[src/rtl/inst_fetch_pkg.sv]
// Shared types for the Risc-Inci instruction fetch stage.
// FETCH_MISALIGN_TRAP_EN adds the HALT state used for misaligned redirects.
package inst_fetch_pkg;

    localparam int cXLEN = 32;

    // Fetch FSM states; HALT only exists when the misalign trap is built in.
    typedef enum logic [2:0] {
        S_IDLE  = 3'd0,
        S_FETCH = 3'd1,
        S_WAIT  = 3'd2,
        S_DRAIN = 3'd3
`ifdef FETCH_MISALIGN_TRAP_EN
        ,
        S_HALT  = 3'd4
`endif
    } tFetchState;

    // One buffered instruction together with the PC it was fetched from.
    typedef struct packed {
        logic [cXLEN-1:0] inst;
        logic [cXLEN-1:0] pc;
    } tFetchEntry;

    // Sequential PC step; wraps modulo 2^cXLEN.
    function automatic logic [cXLEN-1:0] pc_inc(input logic [cXLEN-1:0] pc);
        return pc + 32'd4;
    endfunction

endpackage

[src/rtl/fetch_buf.sv]
// Small synchronous FIFO holding fetched {inst, pc} entries.
// Depth need not be a power of two, so pointers wrap explicitly.
// The head output reads as zero while the FIFO is empty.
module fetch_buf
    import inst_fetch_pkg::*;
#(
    parameter  int cDepth = 2,
    localparam int cCntW  = $clog2(cDepth + 1),
    localparam int cEntW  = $bits(tFetchEntry)
) (
    input  logic             iClk,
    input  logic             iRst,
    input  logic             iClr,
    input  logic             iPush,
    input  logic [cEntW-1:0] iPushData,
    input  logic             iPop,
    output logic [cCntW-1:0] oCount,
    output logic [cEntW-1:0] oHead,
    output logic             oValid
);

    localparam int cPtrW = $clog2(cDepth);
    localparam logic [cPtrW-1:0] cLastPtr = cPtrW'(cDepth - 1);

    tFetchEntry       r_mem [cDepth];
    logic [cPtrW-1:0] r_wr_ptr;
    logic [cPtrW-1:0] r_rd_ptr;
    logic [cCntW-1:0] r_count;
    logic             w_do_push;
    logic             w_do_pop;

    function automatic logic [cPtrW-1:0] ptr_next(input logic [cPtrW-1:0] p);
        if (p == cLastPtr) begin
            return {cPtrW{1'b0}};
        end else begin
            return p + cPtrW'(1);
        end
    endfunction

    // Qualify push/pop against the current fill level.
    always_comb begin
        w_do_push = iPush && (int'(r_count) < cDepth);
        w_do_pop  = iPop && (r_count != {cCntW{1'b0}});
    end

    // Pointer and occupancy bookkeeping; clear empties the FIFO at once.
    always_ff @(posedge iClk) begin
        if (iRst || iClr) begin
            r_wr_ptr <= {cPtrW{1'b0}};
            r_rd_ptr <= {cPtrW{1'b0}};
            r_count  <= {cCntW{1'b0}};
        end else begin
            if (w_do_push) begin
                r_wr_ptr <= ptr_next(r_wr_ptr);
            end
            if (w_do_pop) begin
                r_rd_ptr <= ptr_next(r_rd_ptr);
            end
            r_count <= r_count + cCntW'(w_do_push) - cCntW'(w_do_pop);
        end
    end

    // Entry storage; contents are don't-care until written.
    always_ff @(posedge iClk) begin
        if (w_do_push && !iClr && !iRst) begin
            r_mem[r_wr_ptr] <= tFetchEntry'(iPushData);
        end
    end

    assign oCount = r_count;
    assign oValid = (r_count != {cCntW{1'b0}});
    assign oHead  = oValid ? cEntW'(r_mem[r_rd_ptr]) : {cEntW{1'b0}};

endmodule

[src/rtl/inst_fetch.sv]
// Instruction fetch stage: PC generation, single-outstanding memory reads,
// and a small buffer feeding the decoder.
// Build option FETCH_MISALIGN_TRAP_EN: a misaligned redirect halts fetch
// and raises oMisalign instead of silently aligning the target.
module inst_fetch
    import inst_fetch_pkg::*;
#(
    parameter logic [cXLEN-1:0] cResetPc  = 32'h0000_0000,
    parameter int               cBufDepth = 2
) (
    input  logic             iClk,
    input  logic             iRst,
    input  logic             iFlushPipe,
    input  logic [cXLEN-1:0] iFlushPc,
    input  logic             iStall,
    output logic             oMemRd,
    output logic [cXLEN-1:0] oMemAddr,
    input  logic             iMemGnt,
    input  logic [cXLEN-1:0] iMemData,
    input  logic             iMemDv,
    output logic [cXLEN-1:0] oInst,
    output logic [cXLEN-1:0] oCurPc,
    output logic             oInstDv
`ifdef FETCH_MISALIGN_TRAP_EN
    ,
    output logic             oMisalign
`endif
);

    localparam int cCntW = $clog2(cBufDepth + 1);

    tFetchState       r_state;
    logic [cXLEN-1:0] r_pc;
    logic [cXLEN-1:0] r_req_pc;
    logic             r_outstanding;
`ifdef FETCH_MISALIGN_TRAP_EN
    logic             r_misalign;
    logic             w_misaligned;
`endif

    logic [cCntW-1:0] w_count;
    logic [cCntW-1:0] w_count_next;
    logic             w_valid;
    tFetchEntry       w_head;
    tFetchEntry       w_push_data;
    logic             w_push;
    logic             w_pop;
    logic             w_out_end;
    logic             w_credit;
    logic             w_req_window;
    logic             w_mem_rd;
    logic             w_grant;
    logic [cXLEN-1:0] w_target;
    logic             w_keep_out;

    // Request/credit decisions. oMemRd must react to iMemDv, iStall and
    // iFlushPipe in the same cycle to sustain one fetch per cycle, so it is
    // derived combinationally from registered state and those inputs.
    always_comb begin
        w_push       = (r_state == S_WAIT) && iMemDv && !iFlushPipe && !iRst;
        w_pop        = w_valid && !iStall;
        w_count_next = w_count + cCntW'(w_push) - cCntW'(w_pop);
        w_out_end    = r_outstanding && !iMemDv;
        w_credit     = ((32'(w_count_next) + 32'(w_out_end) + 32'd1) <= 32'(cBufDepth));
        if (r_state == S_FETCH) begin
            w_req_window = 1'b1;
        end else if (r_state == S_WAIT) begin
            w_req_window = iMemDv;
        end else begin
            w_req_window = 1'b0;
        end
        w_mem_rd    = w_req_window && w_credit && !iFlushPipe && !iRst;
        w_grant     = w_mem_rd && iMemGnt;
        w_keep_out  = r_outstanding && !iMemDv;
        w_push_data = '{inst: iMemData, pc: r_req_pc};
`ifdef FETCH_MISALIGN_TRAP_EN
        w_target     = iFlushPc;
        w_misaligned = (iFlushPc[1:0] != 2'b00);
`else
        w_target     = iFlushPc & ~32'h0000_0003;
`endif
    end

    // Fetch FSM: redirect beats every event except reset.
    always_ff @(posedge iClk) begin
        if (iRst) begin
            r_state       <= S_IDLE;
            r_pc          <= cResetPc;
            r_req_pc      <= 32'h0000_0000;
            r_outstanding <= 1'b0;
`ifdef FETCH_MISALIGN_TRAP_EN
            r_misalign    <= 1'b0;
`endif
        end else if (iFlushPipe) begin
            r_outstanding <= w_keep_out;
`ifdef FETCH_MISALIGN_TRAP_EN
            if (w_misaligned) begin
                r_state    <= S_HALT;
                r_misalign <= 1'b1;
            end else begin
                r_pc       <= w_target;
                r_misalign <= 1'b0;
                r_state    <= w_keep_out ? S_DRAIN : S_FETCH;
            end
`else
            r_pc    <= w_target;
            r_state <= w_keep_out ? S_DRAIN : S_FETCH;
`endif
        end else begin
            case (r_state)
                S_IDLE: begin
                    r_state <= S_FETCH;
                end
                S_FETCH: begin
                    if (w_grant) begin
                        r_pc          <= pc_inc(r_pc);
                        r_req_pc      <= r_pc;
                        r_outstanding <= 1'b1;
                        r_state       <= S_WAIT;
                    end
                end
                S_WAIT: begin
                    if (iMemDv) begin
                        if (w_grant) begin
                            r_pc          <= pc_inc(r_pc);
                            r_req_pc      <= r_pc;
                            r_outstanding <= 1'b1;
                        end else begin
                            r_outstanding <= 1'b0;
                            r_state       <= S_FETCH;
                        end
                    end
                end
                S_DRAIN: begin
                    if (iMemDv) begin
                        r_outstanding <= 1'b0;
                        r_state       <= S_FETCH;
                    end
                end
`ifdef FETCH_MISALIGN_TRAP_EN
                S_HALT: begin
                    if (iMemDv) begin
                        r_outstanding <= 1'b0;
                    end
                end
`endif
                default: begin
                    r_state <= S_IDLE;
                end
            endcase
        end
    end

    fetch_buf #(
        .cDepth (cBufDepth)
    ) u_buf (
        .iClk      (iClk),
        .iRst      (iRst),
        .iClr      (iFlushPipe),
        .iPush     (w_push),
        .iPushData (w_push_data),
        .iPop      (w_pop),
        .oCount    (w_count),
        .oHead     (w_head),
        .oValid    (w_valid)
    );

    assign oMemRd   = w_mem_rd;
    assign oMemAddr = r_pc;
    assign oInst    = w_head.inst;
    assign oCurPc   = w_head.pc;
    assign oInstDv  = w_valid;
`ifdef FETCH_MISALIGN_TRAP_EN
    assign oMisalign = r_misalign;
`endif

endmodule

[config.mk]
export PLATFORM = sky130hd
export DESIGN_NAME = inst_fetch
export DESIGN_NICKNAME = d
export VERILOG_FILES = /design/src/rtl/inst_fetch_pkg.sv /design/src/rtl/fetch_buf.sv /design/src/rtl/inst_fetch.sv
export SDC_FILE = /design/constraint.sdc
export NUM_CORES = 1
export LEC_CHECK = 0
export BUFFER_PORTS_ARGS = -buffer_cell sky130_fd_sc_hd__buf_2
export CORE_AREA = 2 2 158 114
export DETAILED_ROUTE_END_ITERATION = 8
export DIE_AREA = 0 0 160 116
export HOLD_SLACK_MARGIN = 0.1
export PLACE_DENSITY = 0.76
export SYNTH_ARGS = -nofsm -noshare
export SYNTH_HDL_FRONTEND = slang
export SYNTH_HIERARCHICAL = 1
export SYNTH_SLANG_ARGS = --single-unit
[constraint.sdc]
create_clock -name iClk -period 4.1 [get_ports iClk]
set_clock_uncertainty 0.1 [all_clocks]
set_input_delay 0.205 -clock iClk [delete_from_list [all_inputs] [get_ports iClk]]
set_output_delay 0.205 -clock iClk [all_outputs]
set_load 0.02 [all_outputs]
# Word-level counts from Yosys, hierarchy flattened
# Memories as Yosys holds them, arrays and structs flattened. A register that Yosys moved wholly into a read port is not among the register bits.
# Cells that the tools add are included.
# Widths: inputs -> output; s select.
dict set report classes {
  eq_ne 8
  n_reduce_logical 29
  order_cmp 2
  shift 0
  n_mux 29
  n_mul 0
  div_mod_pow 0
  n_bitwise 1
  addsub 9
}
# op count
set op_table {}
lappend op_table {{$mux 32} 5}
lappend op_table {{$pmux 32 s2} 2}
lappend op_table {{$mux 64} 1}
lappend op_table {{$add 32x3->32 const B} 1}
lappend op_table {{$mux 3} 5}
lappend op_table {{$logic_and 1x1->1} 13}
lappend op_table {{$mux 1} 13}
lappend op_table {{$ne 3x3->1 const B} 4}
lappend op_table {{$pmux 3 s4} 1}
lappend op_table {{$reduce_and 4->1} 2}
lappend op_table {{$eq 3x2->1 const B} 2}
lappend op_table {{$add 2x1->2} 2}
lappend op_table {{$add 3x1->4 const B} 1}
lappend op_table {{$le 4x2->1 const B} 1}
lappend op_table {{$logic_not 1->1} 4}
lappend op_table {{$reduce_and 2->1} 2}
lappend op_table {{$reduce_bool 2->1} 2}
lappend op_table {{$reduce_bool 4->1} 1}
lappend op_table {{$sub 2x1->2} 2}
lappend op_table {{$add 2x1->3} 1}
lappend op_table {{$eq 3x1->1 const B} 1}
lappend op_table {{$logic_not 3->1} 1}
lappend op_table {{$pmux 1 s3} 1}
lappend op_table {{$reduce_and 3->1} 1}
lappend op_table {{8 further kinds} 9}
dict set report word_totals {
  ramBits 128
  register_bits 72
  in_bits 70
  out_inout_bits 98
  memories 1
  latchBits 0
  romBits 0
}
# memory words width rd rd_ports_with_merged_regs wr line
set mem_list {}
lappend mem_list {u_buf.r_mem 2 64 1 1 1 fetch_buf.sv:25} ;# tFetchEntry r_mem [cDepth];

# Depth between registers and ports, before layout
dict set report logic_depth {
  ltp_word 17
  mapped_depth 19
  depth_no_buf 15
}

# Modules after synthesis
# The synthesis kept the hierarchy.
# module instances area_each_um2 cells_each seq_area_each_um2
set modules_own_cells {}
lappend modules_own_cells {fetch_buf 1 5054.8 298 3943.8}
lappend modules_own_cells {inst_fetch 1 3318.2 401 1261.2}

# Worst setup path after synthesis
# OpenSTA, ideal clock, no wires.
dict set report synth_path {
  kind {flip-flop to flip-flop}
  from {register r_state[0]}
  to {memory u_buf/r_mem[0][0] (netlist bit), enable pin}
  setup_time_ns 0.487
  path_stages_with_launch 8
  synth_period_minus_slack_ns 4.385
  path_slack_ns -0.285
  arrival_ns 3.798
  cell_sequence {dfxtp_1 > inv_1 > ha_1 > nand3_1 > inv_1 > and2b_1 > nand2_1 > nor2_1}
}
dict set report synth_between {
  elab_chain_len 9
}
# item line
set synth_lines {}
lappend synth_lines {{start, declared} inst_fetch.sv:32} ;# tFetchState r_state;
lappend synth_lines {{start signal, assigned} inst_fetch.sv:107} ;# r_state <= w_keep_out ? S_DRAIN : S_FETCH;
lappend synth_lines {{$eq 3x2->1} inst_fetch.sv:60} ;# w_push = (r_state == S_WAIT) && iMemDv && !iFlushPipe && !iRst;
lappend synth_lines {{$logic_and 1x1->1 (3 in a row)} inst_fetch.sv:60}
lappend synth_lines {{net w_push} inst_fetch.sv:46} ;# logic w_push;
lappend synth_lines {{$logic_and 1x1->1} fetch_buf.sv:42} ;# w_do_push = iPush && (int'(r_count) < cDepth);
lappend synth_lines {{$logic_and 1x1->1 (2 in a row)} fetch_buf.sv:65} ;# if (w_do_push && !iClr && !iRst) begin
lappend synth_lines {{$mux 1} fetch_buf.sv:65}
lappend synth_lines {{$mux 1 (implied by the code)} fetch_buf.sv:66} ;# r_mem[r_wr_ptr] <= tFetchEntry'(iPushData);
lappend synth_lines {{end, declared} fetch_buf.sv:25}
# The timed path passes the listed nets, and every way through them passes these cells.

# Worst setup path after layout
dict set report layout_path {
  from {register r_state[0]}
  to {output port oMemRd}
}
dict set report layout_between {
  elab_chain_len 12
  word_cells_on_any_way 15
}
# item line
set layout_lines {}
lappend layout_lines {{$eq 3x2->1} {inst_fetch.sv:60, inst_fetch.sv:67}}
lappend layout_lines {{$logic_and 1x1->1 (3 in a row)} inst_fetch.sv:60}
lappend layout_lines {{$add 2x1->2} inst_fetch.sv:62} ;# w_count_next = w_count + cCntW'(w_push) - cCntW'(w_pop);
lappend layout_lines {{$sub 2x1->2} inst_fetch.sv:62}
lappend layout_lines {{$add 2x1->3} inst_fetch.sv:64} ;# w_credit = ((32'(w_count_next) + 32'(w_out_end) + 32'd1) <= 32'(cBufDepth));
lappend layout_lines {{$add 3x1->4} inst_fetch.sv:64}
lappend layout_lines {{$le 4x2->1} inst_fetch.sv:64}
lappend layout_lines {{$logic_and 1x1->1 (*) (3 in a row)} inst_fetch.sv:72} ;# w_mem_rd = w_req_window && w_credit && !iFlushPipe && !iRst;
lappend layout_lines {{end, declared} inst_fetch.sv:16} ;# output logic oMemRd,
# Mark *: on every way between the ends. The rest lies on a longest branch, timed or not.

==> metrics <==
WL per Instance 16.9 um; EDFF count, synth 128; type of the worst setup path flop to output pin; CORE AREA 0.0169 mm2; fin crit period 3860 ps; CTS tree built; Worst EP required 3800 ps; peak supply drop 0.255 mV; Max Slew Vio Count 0; Diodes inserted 0; power per cell area 390 mW/mm2; Clk pwr share 42.2%; unrepaired setup endpoints after global routing false; die span in y 116 um; syn avg cell area 12.0 um2; Slew headroom 39.8%; DR DRC count 0; area occupied by multi-input gates 0.00293 mm2; Switching Share 21.7%; r2r startpoint r_state[0]; fill count 1291; post-route insts no fill 1165; layout net count 1002; delay-heaviest family, CP adder cells; Critical Path, Cell by Cell inv_1 -> ha_2 -> nand3_1 -> ha_1 -> inv_1 -> ha_1 -> xnor2_1 -> xor2_1 -> inv_1 -> ha_1 -> and3b_1 -> buf_4 -> nor2_1 -> nor4_2 -> buf_2; row count 40; ys async rst share 0%; Sw Pwr 0.906 mW; sequential area share after synthesis 62.2%; post-synthesis mux area share 8.37%; Initial Utilization 49.5%; internal reg-to-reg setup slack 390 ps; Sequential Power Share 51.6%; Top FF cell, synth edfxtp_1; beginning of the worst hold path iMemGnt; share of cells above drive strength 1 25.6%; Mapped Area 0.00837 mm2; largest net degree at the start of global routing 65; Clock Sinks 196; TritonCTS Buffers 17; GR Util All Layers 21.4%; Area Growth Syn to Fin 28.0%; first-pass GRT wire length 30400 um; vias in the first global route 5702; Critical-path top delay cell dfxtp_1; later-pin clock latency in the skew report 430 ps; Cells after Synth 699; Finish-stage setup viols 0; crit-path max cell delay 350 ps; clock root buffer clkbuf_16; setup TNS 0 ps; Post-DRT Antenna Nets 0; Hold Violations, Final 0; antenna violations before repair 0; die area 0.0186 mm2; Total Power Consumption 4.18 mW; fraction of the mapped netlist area in compound gates 7.55%; final instance area 0.0107 mm2; Post-Synth Simple-Gate Area 14.2%; P_int 3.27 mW; Reg area 0.00521 mm2; Buf/Inv on CP 5; post-placement cell count 1068; worst hold stages 5; synth unique cells 65; Worst setup EP type output pin; Max Cap Violations 0; Synth Area in XOR/XNOR 2.62%; drt initial violations 404; Worst R2R End oMemAddr[10]; DR pass1 iterations 7; Reg clk slew, reported paths 70 ps; Comb power frac 6.2%; CP arrival 3560 ps; yosys warns 6; DR vias 6095; worst-margin pin slew 903 ps; worst hold path endpoint oMemAddr[4]; Setup Buffers After CTS 0; Hold WC Path Type input pin to flop; Detailed Place HPWL 12100 um; Leakage 3.95 nW; Port Buf Inserts 163; crit path max fanout 7; RD Place Congestion 0.865; gr ovfl total 0; CTS H-tree lvls 4; Worst R2R Path Depth 15; area share of fa/ha/maj cells after synthesis 1.64%; Bufs on Longest Clock Path 2; final wirelength 19700 um; I/O pins 168; status completed; DP Area 0.00942 mm2; fmax 0.259 GHz; Die X 160 um; Final period util 94.2%; critical path launch point type flop; combinational family with the most area after synthesis simple AND/OR/NAND/NOR gates; via-per-instance ratio 5.23; synthesis-stage register bit count 196
-- how the worst max path moves through the flow --
stage,startpoint,end,cells past startpoint
5_1_grt,r_state[0],oMemRd,15
3_3_place_gp,r_state[0],oMemAddr[10],15
2_1_floorplan,u_buf/oCount[1],r_req_pc[14],19
4_1_cts,u_buf/oCount[1],oMemRd,15
3_5_place_dp,u_buf/oCount[1],oMemAddr[10],15
6_report,r_state[0],oMemRd,15
-- worst min-delay path, delay by kind of cell --
kind	cells	cell delay (ps)
xor+xnor	1	70
simple gates	1	60
compound gates	2	180
buf+inv	1	160
-- synth_stat cells, types with 10 or more instances --
cell | n | share of area (%)
edfxtp_1 | 128 | 46
nor2_1 | 87 | 3.9
nand2_1 | 75 | 3.4
dfxtp_1 | 68 | 16
mux2i_1 | 64 | 7.7
a21oi_1 | 47 | 2.8
clkbuf_1 | 21 | 0.94
xnor2_1 | 18 | 1.9
nand3_1 | 14 | 0.84
nor3_1 | 14 | 0.84
o21ai_0 | 14 | 0.84
inv_1 | 13 | 0.58
ha_1 | 11 | 1.6
buf_2 | 10 | 0.60
-- kinds of logic after synthesis --
kind of cell / Yosys count
adders and majority gates: 11
and+or+nand+nor: 241
AOI/OAI and AO/OA: 97
other: 1
DFF: 196
muxes: 69
buffers and inverters: 59
xor gates and xnor gates: 25
-- final cells by class --
class / instances / area share (%)
sequential: 196 / 48.6
multi-input combinational: 449 / 27.4
timing repair buffer: 242 / 14.9
clock buffer: 20 / 4.07
tap: 231 / 2.70
clock inverter: 12 / 1.83
inverter: 15 / 0.525
-- power by group through the flow --
stage / clock [mW] / sequential [mW] / combinational, mW
floorplan: 0 / 2.21 / 0.0980
global placement: 0 / 2.20 / 0.200
detailed placement: 0 / 2.20 / 0.204
CTS: 1.80 / 2.15 / 0.253
global route: 1.86 / 2.16 / 0.281
finish: 1.77 / 2.15 / 0.259
-- per-stage QoR --
step / utilization (%) / setup slack, ps / hold slack (ps)
final: 63.4 / 237 / 196
after global routing: 63.4 / 24.3 / 216
after CTS: 63.3 / 101 / 174
after detailed placement: 55.7 / 371 / 296
after global placement: 55.7 / 465 / 293
after floorplan: - / 394 / 182
-- metal layers --
metal	GRT usage (%)	wire [um]	vias up
li1	-	-	2953
met1	28.7	8990	2893
met2	34.6	8990	224
met3	5.15	1360	25
met4	6.97	314	0
met5	0	0	-
-- cells in the final DEF (no fill, tap or decap), types with 14 or more instances in the layout --
cell type,instances
dfxtp_1,67
buf_2,163
dlygate4sd3_1,65
clkbuf_16,17
mux2i_1,64
a21oi_1,47
xnor2_1,18
o21ai_0,14
nor2_1,85
nand3_1,14
nand2_1,75
edfxtp_1,128
-- flip-flops by register name (all words and copies together), names as in the netlist, named ones only --
name	flops
r_outstanding	1
oMemAddr	30
u_buf/r_mem	128
u_buf/oCount	2
u_buf/r_wr_ptr	1
r_state	2
u_buf/r_rd_ptr	1
r_req_pc	30
-- timing repair --
item	4_1_cts	5_1_grt
hold buffers	65	0
setup endpoints to repair	0	1
gates resized for setup	0	4
hold endpoints to repair	95	0
Power figures use the tool's default switching activity.
